<file path="src/rtl/vga_sync_receiver.sv">
// Receive-side VGA sync tracker: measures incoming hSync/vSync timing, locks once the
// raster matches the expected geometry, and regenerates aligned pixel/line counters.
module vga_sync_receiver #(
    parameter int   H_TOTAL        = 800,
    parameter int   H_PULSE        = 128,
    parameter int   V_TOTAL        = 521,
    parameter int   V_PULSE        = 2,
    parameter int   H_ACTIVE_START = 144,
    parameter int   H_ACTIVE_END   = 784,
    parameter int   V_ACTIVE_START = 31,
    parameter int   V_ACTIVE_END   = 511,
    parameter logic H_ACTIVE_LEVEL = 1'b0,
    parameter logic V_ACTIVE_LEVEL = 1'b1,
    parameter int   LOCK_FRAMES    = 2
) (
    input  logic       clk,
    input  logic       reset,
    input  logic       hSyncIn,
    input  logic       vSyncIn,
    output logic [9:0] hCount,
    output logic [9:0] vCount,
    output logic       vidOn,
    output logic       locked,
    output logic       lockLost,
    output logic [9:0] measHTotal,
    output logic [9:0] measVTotal
);

    localparam logic [1:0] ST_SEARCH = 2'd0;
    localparam logic [1:0] ST_CHECK  = 2'd1;
    localparam logic [1:0] ST_LOCKED = 2'd2;
    localparam logic [9:0] CNT_MAX   = 10'd1023;

    logic [2:0]  h_sync_q, h_sync_d;
    logic [2:0]  v_sync_q, v_sync_d;
    logic [9:0]  h_count_q, h_count_d;
    logic [9:0]  v_count_q, v_count_d;
    logic [9:0]  meas_h_q, meas_h_d;
    logic [9:0]  meas_v_q, meas_v_d;
    logic [9:0]  h_pulse_q, h_pulse_d;
    logic [9:0]  v_pulse_q, v_pulse_d;
    logic [3:0]  good_q, good_d;
    logic [1:0]  state_q, state_d;
    logic        locked_q, locked_d;
    logic        lock_lost_q, lock_lost_d;

    logic        h_act_s2, h_act_s3, v_act_s2, v_act_s3;
    logic        h_edge, h_trail, v_edge, v_trail;
    logic        h_timeout, v_timeout, timeout;
    logic        line_ok, frame_ok, line_fail, frame_fail;
    logic [10:0] h_count_inc, v_count_inc;
    logic [3:0]  good_inc;

    always_comb begin
        h_sync_d    = {h_sync_q[1:0], hSyncIn};
        v_sync_d    = {v_sync_q[1:0], vSyncIn};
        h_act_s2    = (h_sync_q[1] == H_ACTIVE_LEVEL);
        h_act_s3    = (h_sync_q[2] == H_ACTIVE_LEVEL);
        v_act_s2    = (v_sync_q[1] == V_ACTIVE_LEVEL);
        v_act_s3    = (v_sync_q[2] == V_ACTIVE_LEVEL);
        h_edge      = h_act_s2 && !h_act_s3;
        h_trail     = !h_act_s2 && h_act_s3;
        v_edge      = v_act_s2 && !v_act_s3;
        v_trail     = !v_act_s2 && v_act_s3;
        h_timeout   = (h_count_q == CNT_MAX);
        v_timeout   = (v_count_q == CNT_MAX);
        timeout     = h_timeout || v_timeout;
        // Sums are one bit wider so a saturated counter never aliases to a small length.
        h_count_inc = {1'b0, h_count_q} + 11'd1;
        v_count_inc = {1'b0, v_count_q} + 11'd1;
        line_ok     = (h_count_inc == 11'(H_TOTAL)) && (h_pulse_q == 10'(H_PULSE));
        frame_ok    = (v_count_inc == 11'(V_TOTAL)) && (v_pulse_q == 10'(V_PULSE));
        line_fail   = h_edge && !line_ok;
        frame_fail  = v_edge && !frame_ok;
        good_inc    = good_q + 4'd1;
    end

    always_comb begin
        h_count_d = h_edge ? 10'd0 : (h_timeout ? h_count_q : h_count_q + 10'd1);
        if (v_edge) begin
            v_count_d = 10'd0;
        end else if (h_edge && !v_timeout) begin
            v_count_d = v_count_q + 10'd1;
        end else begin
            v_count_d = v_count_q;
        end
        meas_h_d  = h_edge  ? h_count_inc[9:0] : meas_h_q;
        h_pulse_d = h_trail ? h_count_inc[9:0] : h_pulse_q;
        meas_v_d  = v_edge  ? v_count_inc[9:0] : meas_v_q;
        v_pulse_d = v_trail ? v_count_inc[9:0] : v_pulse_q;
    end

    // A line failure outranks a coincident vEdge, so it is tested first in CHECK.
    always_comb begin
        state_d = state_q;
        good_d  = good_q;
        case (state_q)
            ST_SEARCH: begin
                if (v_edge) begin
                    state_d = ST_CHECK;
                    good_d  = 4'd0;
                end else begin
                    state_d = ST_SEARCH;
                end
            end
            ST_CHECK: begin
                if (line_fail || timeout) begin
                    state_d = ST_SEARCH;
                end else if (v_edge && frame_ok) begin
                    good_d  = good_inc;
                    state_d = (good_inc >= 4'(LOCK_FRAMES)) ? ST_LOCKED : ST_CHECK;
                end else if (v_edge) begin
                    good_d = 4'd0;
                end else begin
                    state_d = ST_CHECK;
                end
            end
            ST_LOCKED: begin
                if (line_fail || frame_fail || timeout) begin
                    state_d = ST_SEARCH;
                end else begin
                    state_d = ST_LOCKED;
                end
            end
            default: begin
                state_d = ST_SEARCH;
                good_d  = 4'd0;
            end
        endcase
        locked_d    = (state_d == ST_LOCKED);
        lock_lost_d = (state_q == ST_LOCKED) && (state_d == ST_SEARCH);
    end

    always_ff @(posedge clk or posedge reset) begin
        if (reset) begin
            h_sync_q    <= {3{~H_ACTIVE_LEVEL}};
            v_sync_q    <= {3{~V_ACTIVE_LEVEL}};
            h_count_q   <= 10'd0;
            v_count_q   <= 10'd0;
            meas_h_q    <= 10'd0;
            meas_v_q    <= 10'd0;
            h_pulse_q   <= 10'd0;
            v_pulse_q   <= 10'd0;
            good_q      <= 4'd0;
            state_q     <= ST_SEARCH;
            locked_q    <= 1'b0;
            lock_lost_q <= 1'b0;
        end else begin
            h_sync_q    <= h_sync_d;
            v_sync_q    <= v_sync_d;
            h_count_q   <= h_count_d;
            v_count_q   <= v_count_d;
            meas_h_q    <= meas_h_d;
            meas_v_q    <= meas_v_d;
            h_pulse_q   <= h_pulse_d;
            v_pulse_q   <= v_pulse_d;
            good_q      <= good_d;
            state_q     <= state_d;
            locked_q    <= locked_d;
            lock_lost_q <= lock_lost_d;
        end
    end

    assign hCount     = h_count_q;
    assign vCount     = v_count_q;
    assign measHTotal = meas_h_q;
    assign measVTotal = meas_v_q;
    assign locked     = locked_q;
    assign lockLost   = lock_lost_q;
    assign vidOn      = locked_q
                        && (h_count_q >= 10'(H_ACTIVE_START)) && (h_count_q < 10'(H_ACTIVE_END))
                        && (v_count_q >= 10'(V_ACTIVE_START)) && (v_count_q < 10'(V_ACTIVE_END));

endmodule
</file>
<file path="config.mk">
export PLATFORM = sky130hd
export DESIGN_NAME = vga_sync_receiver
export DESIGN_NICKNAME = d
export VERILOG_FILES = /design/src/rtl/vga_sync_receiver.sv
export SDC_FILE = /design/constraint.sdc
export NUM_CORES = 1
export LEC_CHECK = 0
export BUFFER_PORTS_ARGS = -buffer_cell sky130_fd_sc_hd__buf_4
export CORE_MARGIN = 2
export CORE_UTILIZATION = 42
export DETAILED_ROUTE_END_ITERATION = 6
export GPL_TIMING_DRIVEN = 0
export PLACE_DENSITY_LB_ADDON = 0.15
export RECOVER_POWER = 100
export SLEW_MARGIN = 5
export SYNTH_ARGS = -nofsm -noshare
export SYNTH_HDL_FRONTEND = slang
export SYNTH_SLANG_ARGS = --single-unit
</file>
<file path="constraint.sdc">
create_clock -name clk -period 2.7 [get_ports clk]
set_input_delay 0.27 -clock clk [delete_from_list [all_inputs] [get_ports clk]]
set_output_delay 0.27 -clock clk [all_outputs]
set_load 0.05 [all_outputs]
</file>
==> results of run 1 <==
==> sequential cells by signal, summed over array words and instances, names as in the netlist <==
signal / cells
vCount: 10
state_q: 2
lockLost: 1
v_pulse_q: 10
v_sync_q: 3
measHTotal: 10
measVTotal: 10
good_q: 4
h_pulse_q: 10
locked: 1
hCount: 10
h_sync_q: 3
==> synthesized netlist by cell type, drive strengths merged (6+ instances only) <==
master,instances
nand2b,9
clkbuf,18
dfrtp,71
inv,10
xor2,13
or3,6
xnor2,13
o21ai,37
nand3,9
nand2,57
nor3,6
nand4,6
nor2,21
ha,6
a21oi,15
==> metal layers <==
metal / up-vias / GRT usage (%)
met5: - / 0
met4: 0 / 6.76
met3: 6 / 3.43
met2: 54 / 29.4
met1: 1315 / 26.8
li1: 1334 / -
==> cell usage in the layout (no fill, tap or decap), types with 9 or more instances in the layout <==
master	netlist	final
clkbuf_1	18	59
nand2_1	56	57
xor2_1	13	12
nand3_1	9	9
nand2b_1	9	9
o21ai_0	37	37
dfrtp_1	71	70
inv_1	10	9
nor2_1	21	21
a21oi_1	15	15
clkbuf_8	0	9
xnor2_1	13	13
==> layout make-up <==
| type | count | share of cell area (%) |
|---|---|---|
| Multi-Input combinational cell | 250 | 37.5 |
| Buffer | 18 | 1.69 |
| Timing Repair Buffer | 48 | 5.66 |
| Tap cell | 105 | 3.29 |
| Sequential cell | 74 | 46.4 |
| Inverter | 10 | 0.970 |
| Clock inverter | 7 | 1.35 |
| Clock buffer | 9 | 3.10 |
==> final timing paths <==
| check | end | cells past startpoint | slack (ns) |
|---|---|---|---|
| worst min register to register | v_sync_q[1] | 0 | 0.36 |
| worst max-delay path | good_q[3] | 7 | 0.22 |
| min in group asynchronous | good_q[0] | 3 | 0.77 |
| worst min-delay path | h_sync_q[0] | 1 | 0.03 |
| worst max register to register | good_q[3] | 7 | 0.22 |
| max in group asynchronous | h_sync_q[0] | 4 | 1.10 |
==> logic make-up (layout without fill, tap and decap cells) <==
kind of cell             count (synthesis)  in the layout
multiplexers                             5              5
flip-flops                              74             74
buffers and inverters                   28             92
adder cells (fa/ha/maj)                  6              6
AO/OA/AOI/OAI                           70             70
AND/OR/NAND/NOR                        143            143
XOR/XNOR                                26             26
==> where the power goes <==
group	switching [mW]	internal [mW]
Combinational	0.425	0.156
Clock	0.425	0.337
Sequential	0.104	1.22
Total	0.953	1.71
==> repair_timing <==
action / in CTS / in global routing
hold buffers: 1 / 0
endpoints found under the setup margin: 0 / 3
endpoints found under the hold margin: 28 / 0
resized for setup: 0 / 2
==> worst reg2reg max path, delay by kind of cell (launching register included) <==
family                     cells  cell delay (ns)
adders and majority gates      1             0.28
and+or+nand+nor                3             1.12
DFF                            1             0.47
AOI/OAI and AO/OA              2             0.28
xor gates and xnor gates       1             0.25
==> per-stage QoR <==
step	setup TNS [ns]	util, %	worst slack, ns
6_report	0	49.4	0.222
5_1_grt	0	49.4	0.0466
2_1_floorplan	0	-	0.133
3_3_place_gp	-26.53	48.6	-0.378
4_1_cts	0	51.3	0.0788
3_5_place_dp	0	49.0	0.110
==> results.py, run 1 <==
metrics = {
    "run_status": {
        "status": "completed",
    },
    "timing": {
        "rsz0062_at_grt": "no",
        "hold_viol_final": 0,
        "fmax_ghz": 0.403,
        "tightestPinTransition_ns": 1.35,
        "slew_viol_final": 0,
        "clock_skew_ns": 0.0119,
        "setup_violations": 0,
        "slew_headroom_pct": 9.43,
        "whs_ns": 0.0335,
        "period_share_pct": 91.8,
        "min_period_ns": 2.48,
    },
    "detailed_routing": {
        "routed_wl_mm": 7.66,
        "num_vias": 2709,
        "drtAntennaViolNets": 0,
        "wl_met3_um": 264,
        "drt-wirelength-per-cell_um": 14.7,
        "wl_met1_mm": 3.76,
        "drt-pass1-iter-count": 4,
        "drt-initial-drc-count": 93,
        "route.detailed.drc": 0,
        "wl_met2_mm": 3.57,
        "viasPerCell": 5.20,
        "routed.top_layer": "met4",
    },
    "synth": {
        "synth_fp_nets": 362,
        "synth-seq-cells": 74,
        "synth_fa_ha_area_share_pct": 2.17,
        "yosysSeqAreaShare_pct": 53.7,
        "syn_area_per_cell_um2": 9.82,
        "yosysTopAreaCellShare_pct": 51.4,
        "synth_cell_types": 46,
        "synth_area_um2": 3460,
        "synth_top_family_by_area": "simple AND/OR/NAND/NOR gates",
        "yosysTopAreaCell": "dfrtp_1",
        "ys_warn_count": 0,
        "postSynthCellCount": 352,
        "synth_xor_area_share_pct": 6.59,
        "synth-simple-area-share_pct": 21.5,
        "synth_flop_cell": "dfrtp_1",
        "synth_edf_count": 0,
        "async_flop_share_pct": 100,
        "synth_compound_area_share_pct": 11.5,
        "synthMuxAreaShare_pct": 1.52,
        "synth.area.top_cells": "dfrtp_1 51%, nand2_1 6.1%, o21ai_0 5.4%",
    },
    "layout": {
        "finalNonFillerCells": 521,
        "postLayoutCellArea_um2": 4000,
        "layout-drive-gt1-share_pct": 8.17,
        "area_growth_pct": 15.7,
        "nets": 421,
        "multi_input_area_um2": 1500,
        "nFillCells": 834,
        "final-seq-area_um2": 1860,
        "diodes": 0,
    },
    "clocking": {
        "clk_path_buf_depth": 2,
        "cts_tree": "built",
        "clk_pin_slew_ns": 0.08,
        "cts.sinks": 74,
        "cts-root-buf": "clkbuf_8",
        "h-tree-depth": 3,
        "clock_latency_ns": 0.34,
        "numCtsBuffers": 9,
        "cts_setup_buffers": 0,
    },
    "placed_design": {
        "io_buffers": 46,
        "gp_congestion": 0.857,
        "dp.cells": 504,
        "dp_hpwl_mm": 5.65,
        "place_area_um2": 3960,
    },
    "global_route": {
        "antenna_found_initial": 0,
        "gr-usage-all-layers_pct": 19.0,
        "grt_pass1_vias": 2661,
        "grt_max_degree": 47,
        "gr-total-overflow": 0,
        "grt_pass1_wl_mm": 13.1,
    },
    "floorplan": {
        "ios": 47,
        "core_area_um2": 8090,
        "dieArea_um2": 8970,
        "die_h_um": 94.7,
        "dieWidth_um": 94.7,
        "start_util_pct": 42.7,
        "placementRows": 33,
    },
    "setup_path": {
        "worstSetupPathType": "reg2reg",
        "critPathMaxStageDelay_ns": 0.50,
        "crit_chain": "ha_1 > nand3_1 > xor2_2 > a31oi_1 > and4bb_4 > or4b_4 > o22ai_1",
        "cp.arrival_ns": 2.74,
        "path_max_fanout": 8,
        "cpMaxStageDelayCell": "or4b_4",
        "critPathTopFamily": "simple AND/OR/NAND/NOR gates",
        "regToRegStartpoint": "hCount[0]",
        "crit_buf_inv": 0,
        "worst_ep_required_time_ns": 2.96,
        "start_kind": "flip-flop",
        "end_kind": "flip-flop",
        "crit_path_start": "hCount[0]",
    },
    "pwr": {
        "leakage_nw": 1.65,
        "irDropWorstVdd_uv": 384,
        "power.total_mw": 2.67,
        "power-per-cell-area_nw_per_um2": 667,
    },
    "min_path": {
        "holdCritStartpoint": "hSyncIn",
        "hp-class": "in2reg",
    },
    "flow_run": {
        "cap_violations": 0,
    },
}
Power figures use the tool's default switching activity.
==> run 2: changes to the inputs <==
==> constraint.sdc (replaced) <==
create_clock -name clk -period 2.7 [get_ports clk]
set_input_delay 0.27 -clock clk [delete_from_list [all_inputs] [get_ports clk]]
set_output_delay 0.27 -clock clk [all_outputs]
set_load 0.01 [all_outputs]
==> results.py, run 2 (synthesis gave the netlist of run 1 again) <==
metrics = {
    "pwr": {
        "pwr-share-comb_pct": 15.3,
        "irDropWorstVdd_uv": 343,
        "power_frac_seq_pct": 53.8,
        "leakage_nw": 1.64,
        "clkPwrFrac_pct": 31.0,
        "swShare_pct": 30.4,
        "power.switching_mw": 0.748,
        "p_int_mw": 1.71,
        "power-per-cell-area_nw_per_um2": 616,
    },
    "floorplan": {
        "die_h_um": 94.7,
        "dieArea_um2": 8970,
        "dieWidth_um": 94.7,
        "start_util_pct": 42.7,
        "ios": 47,
        "placementRows": 33,
        "core_area_um2": 8090,
    },
    "global_route": {
        "grt_pass1_vias": 2661,
        "gr-usage-all-layers_pct": 19.0,
        "antenna_found_initial": 0,
        "grt_pass1_wl_mm": 13.1,
        "gr-total-overflow": 0,
        "grt_max_degree": 47,
    },
    "setup_path": {
        "r2r_end": "good_q[3]",
        "crit_chain": "ha_1 > nand3_1 > xor2_2 > a31oi_1 > and4bb_4 > or4b_4 > o22ai_1",
        "critPathTopFamily": "simple AND/OR/NAND/NOR gates",
        "cpMaxStageDelayCell": "or4b_4",
        "worstSetupPathType": "reg2reg",
        "cp.arrival_ns": 2.74,
        "r2r_setup_slack_ns": 0.22,
        "regToRegStartpoint": "hCount[0]",
        "critPathMaxStageDelay_ns": 0.50,
        "end_kind": "flip-flop",
        "r2r_cells": 7,
        "start_kind": "flip-flop",
        "path_max_fanout": 8,
        "worst_ep_required_time_ns": 2.96,
        "crit_buf_inv": 0,
    },
    "placed_design": {
        "dp_hpwl_mm": 5.65,
        "pre_cts_slack_ns": 0.110,
        "gp_congestion": 0.857,
        "io_buffers": 46,
    },
    "timing": {
        "setup_violations": 0,
        "setup_ws_ns": 0.222,
        "slew_headroom_pct": 9.43,
        "fmax_ghz": 0.403,
        "hold_viol_final": 0,
        "rsz0062_at_grt": "no",
        "min_period_ns": 2.48,
        "slew_viol_final": 0,
        "whs_ns": 0.0335,
        "fin_tns_setup_ns": 0,
        "tightestPinTransition_ns": 1.35,
        "period_share_pct": 91.8,
        "clock_skew_ns": 0.0119,
    },
    "layout": {
        "layout_commonest_cell": "dfrtp_1",
        "nets": 421,
        "area_growth_pct": 15.7,
        "layout-drive-gt1-share_pct": 7.93,
        "final_core_util_pct": 49.4,
        "nFillCells": 832,
        "layout_common_cells": "70 x dfrtp_1, 60 x clkbuf_1, 57 x nand2_1",
        "diodes": 0,
    },
    "min_path": {
        "min_to": "h_sync_q[0]",
        "hp-class": "in2reg",
        "whs_path_depth": 1,
        "holdCritStartpoint": "hSyncIn",
    },
    "detailed_routing": {
        "drt-pass1-iter-count": 4,
        "drt-initial-drc-count": 93,
        "viasPerCell": 5.20,
        "num_vias": 2709,
        "route.detailed.drc": 0,
        "routed_wl_mm": 7.66,
        "drt-wirelength-per-cell_um": 14.7,
        "drtAntennaViolNets": 0,
    },
    "clocking": {
        "clk_path_buf_depth": 2,
        "cts_setup_buffers": 0,
        "cts-root-buf": "clkbuf_8",
        "h-tree-depth": 3,
        "numCtsBuffers": 9,
        "clock_latency_ns": 0.34,
        "cts.sinks": 74,
        "cts_tree": "built",
        "clk_pin_slew_ns": 0.08,
    },
    "run_status": {
        "status": "completed",
    },
    "flow_run": {
        "cap_violations": 0,
    },
}
## run 2: per-stage QoR
step / instances / cell area [um^2] / power [mW]
global placement: 503 / 3930 / 1.76
global route: 521 / 4000 / 2.61
CTS: 521 / 4150 / 2.55
detailed placement: 504 / 3960 / 1.78
floorplan: 352 / 3460 / 1.58
finish: 521 / 4000 / 2.46
## run 2: layout make-up
cell class	instances	area (um^2)	area share, %
Buffer	18	67.6	1.69
Clock buffer	9	124	3.10
Clock inverter	7	53.8	1.35
Inverter	10	38.8	0.970
Multi-Input combinational cell	250	1500	37.5
Sequential cell	74	1860	46.4
Tap cell	105	131	3.29
Timing Repair Buffer	48	225	5.63
## run 2: worst reg2reg max path, stage by stage, from the launching register on
cell	delay, ns
dfrtp_2	0.47
ha_1	0.28
nand3_1	0.20
xor2_2	0.25
a31oi_1	0.13
and4bb_4	0.42
or4b_4	0.50
o22ai_1	0.15
## run 2: power groups by stage
stage                     Sequential, mW  Combinational, mW  Clock, mW
final                               1.32              0.376      0.762
after global routing                1.34              0.431      0.839
after CTS                           1.33              0.435      0.789
after detailed placement            1.35              0.433          0
after global placement              1.34              0.420          0
after floorplan                     1.35              0.229          0
## run 2: worst max-delay path by stage
stage	startpoint	endpoint	slack, ns	cells after the start
final	hCount[0]	good_q[3]	0.22	7
after global routing	hCount[0]	good_q[3]	0.05	7
after CTS	hCount[0]	good_q[3]	0.08	7
after detailed placement	hCount[0]	good_q[1]	0.11	7
after global placement	reset	hCount[9]	-0.38	2
after floorplan	hCount[0]	good_q[3]	0.46	7
## run 2: routing by layer
metal,GRT usage (%),vias to the layer above,share of wire (%)
met3,3.43,6,3.4
li1,-,1334,-
met2,29.4,54,47
met1,26.8,1315,49
met5,0,-,0
met4,6.76,0,0.85
## run 2: repair_timing
item | in CTS | in global routing
endpoints found under the setup margin | 0 | 3
hold buffers | 1 | 0
gates resized for setup | 0 | 2
hold endpoints to repair | 28 | 0
==> run 3: changes to the inputs <==
- PLACE_DENSITY_LB_ADDON: 0.15 -> 0.25
==> results.py, run 3 (synthesis gave the netlist of run 1 again) <==
metrics = {
    "run_status": {
        "status": "completed",
    },
    "min_path": {
        "hp-class": "in2reg",
        "holdCritStartpoint": "hSyncIn",
    },
    "global_route": {
        "gr-total-overflow": 0,
        "grt_max_degree": 46,
        "grt_pass1_vias": 2644,
        "grt_pass1_wl_mm": 13.0,
        "gr-usage-all-layers_pct": 18.8,
        "antenna_found_initial": 0,
    },
    "clocking": {
        "clk_pin_slew_ns": 0.08,
        "clock_latency_ns": 0.34,
        "cts.sinks": 74,
        "numCtsBuffers": 9,
        "cts-root-buf": "clkbuf_8",
        "clk_path_buf_depth": 2,
        "cts_tree": "built",
        "h-tree-depth": 3,
        "cts_setup_buffers": 0,
    },
    "layout": {
        "diodes": 0,
        "final_core_util_pct": 50.0,
        "nFillCells": 818,
        "nets": 421,
        "area_growth_pct": 17.1,
        "layout_commonest_cell": "dfrtp_1",
        "layout_common_cells": "70 x dfrtp_1, 61 x clkbuf_1, 56 x nand2_1",
        "layout-drive-gt1-share_pct": 7.47,
        "finalNonFillerCells": 520,
    },
    "timing": {
        "whs_ns": 0.0391,
        "period_share_pct": 92.6,
        "hold_viol_final": 0,
        "min_period_ns": 2.50,
        "fin_tns_setup_ns": 0,
        "rsz0062_at_grt": "no",
        "slew_headroom_pct": 7.23,
        "clock_skew_ns": 0.0111,
        "fmax_ghz": 0.400,
        "setup_violations": 0,
        "tightestPinTransition_ns": 1.38,
        "slew_viol_final": 0,
    },
    "setup_path": {
        "cpMaxStageDelayCell": "or4b_4",
        "path_max_fanout": 8,
        "regToRegStartpoint": "hCount[0]",
        "r2r_end": "good_q[1]",
        "crit_path_end": "good_q[1]",
        "crit_chain": "ha_1 > nand3_1 > xor2_1 > a31oi_1 > and4bb_4 > or4b_4 > o22ai_1",
        "crit_path_start": "hCount[0]",
        "start_kind": "flip-flop",
        "r2r_cells": 7,
        "critPathMaxStageDelay_ns": 0.50,
        "r2r_setup_slack_ns": 0.20,
        "worstSetupPathType": "reg2reg",
        "end_kind": "flip-flop",
        "worst_ep_required_time_ns": 2.96,
        "cp.arrival_ns": 2.76,
    },
    "detailed_routing": {
        "route.detailed.drc": 0,
        "drt-pass1-iter-count": 4,
        "drt-initial-drc-count": 175,
        "drt-wirelength-per-cell_um": 15.0,
        "drtAntennaViolNets": 0,
        "routed_wl_mm": 7.78,
        "viasPerCell": 5.26,
        "num_vias": 2737,
    },
    "pwr": {
        "leakage_nw": 1.68,
        "power.total_mw": 2.72,
        "power-per-cell-area_nw_per_um2": 672,
        "p_int_mw": 1.99,
        "irDropWorstVdd_uv": 305,
        "power_frac_seq_pct": 48.7,
        "power.switching_mw": 0.732,
        "pwr-share-comb_pct": 14.0,
        "swShare_pct": 26.9,
        "clkPwrFrac_pct": 37.3,
    },
    "floorplan": {
        "core_area_um2": 8090,
        "dieWidth_um": 94.7,
        "placementRows": 33,
        "die_h_um": 94.7,
        "ios": 47,
        "start_util_pct": 42.7,
        "dieArea_um2": 8970,
    },
    "placed_design": {
        "io_buffers": 46,
        "dp.cells": 504,
        "dp_hpwl_mm": 5.69,
        "gp_congestion": 0.838,
    },
    "flow_run": {
        "cap_violations": 0,
    },
}
[run 3: worst min path at each step]
stage | to | depth (start not counted)
global route | h_sync_q[0] | 1
finish | h_sync_q[0] | 1
CTS | h_sync_q[0] | 1
floorplan | h_sync_q[0] | 0
global placement | v_sync_q[1] | 0
detailed placement | good_q[1] | 2
[run 3: area by class of cell]
cell class	count	area, um^2	area share (%)
multi-input combinational	250	1500	37.0
inverter	10	38.8	0.959
clock buffer	10	128	3.15
tap	105	131	3.25
sequential	74	1860	45.9
timing repair buffer	48	225	5.57
clock inverter	5	104	2.57
buffer	18	67.6	1.67
[run 3: worst max-delay path, delay by kind of cell, from the launching register on]
family                     cells  cell delay, ns
and+or+nand+nor                3            1.08
DFF                            1            0.47
xor gates and xnor gates       1            0.31
AOI/OAI and AO/OA              2            0.29
adders and majority gates      1            0.28
[run 3: layer usage]
layer | wire, um | up-vias | track usage [%]
li1 | - | 1338 | -
met5 | 0 | - | 0
met3 | 377 | 9 | 3.67
met4 | 87 | 0 | 6.40
met2 | 3760 | 72 | 30.7
met1 | 3550 | 1318 | 25.1
[run 3: power groups by stage]
stage	logic [mW]	clock network, mW	registers, mW
finish	0.381	1.01	1.32
CTS	0.439	1.03	1.32
detailed placement	0.437	0	1.34
floorplan	0.229	0	1.35
global placement	0.419	0	1.34
global route	0.435	1.08	1.34
[run 3: repair_timing]
| item | 4_1_cts | 5_1_grt |
|---|---|---|
| hold buffers | 1 | 0 |
| setup endpoints to repair | 0 | 3 |
| endpoints found under the hold margin | 29 | 0 |
| resized for setup | 0 | 1 |
[run 3: metrics by stage]
step	setup slack [ns]	instance area (um^2)
after floorplan	0.462	3460
after global placement	-0.339	3930
after detailed placement	0.156	3960
after CTS	0.111	4200
after global routing	0.0227	4050
final	0.199	4050
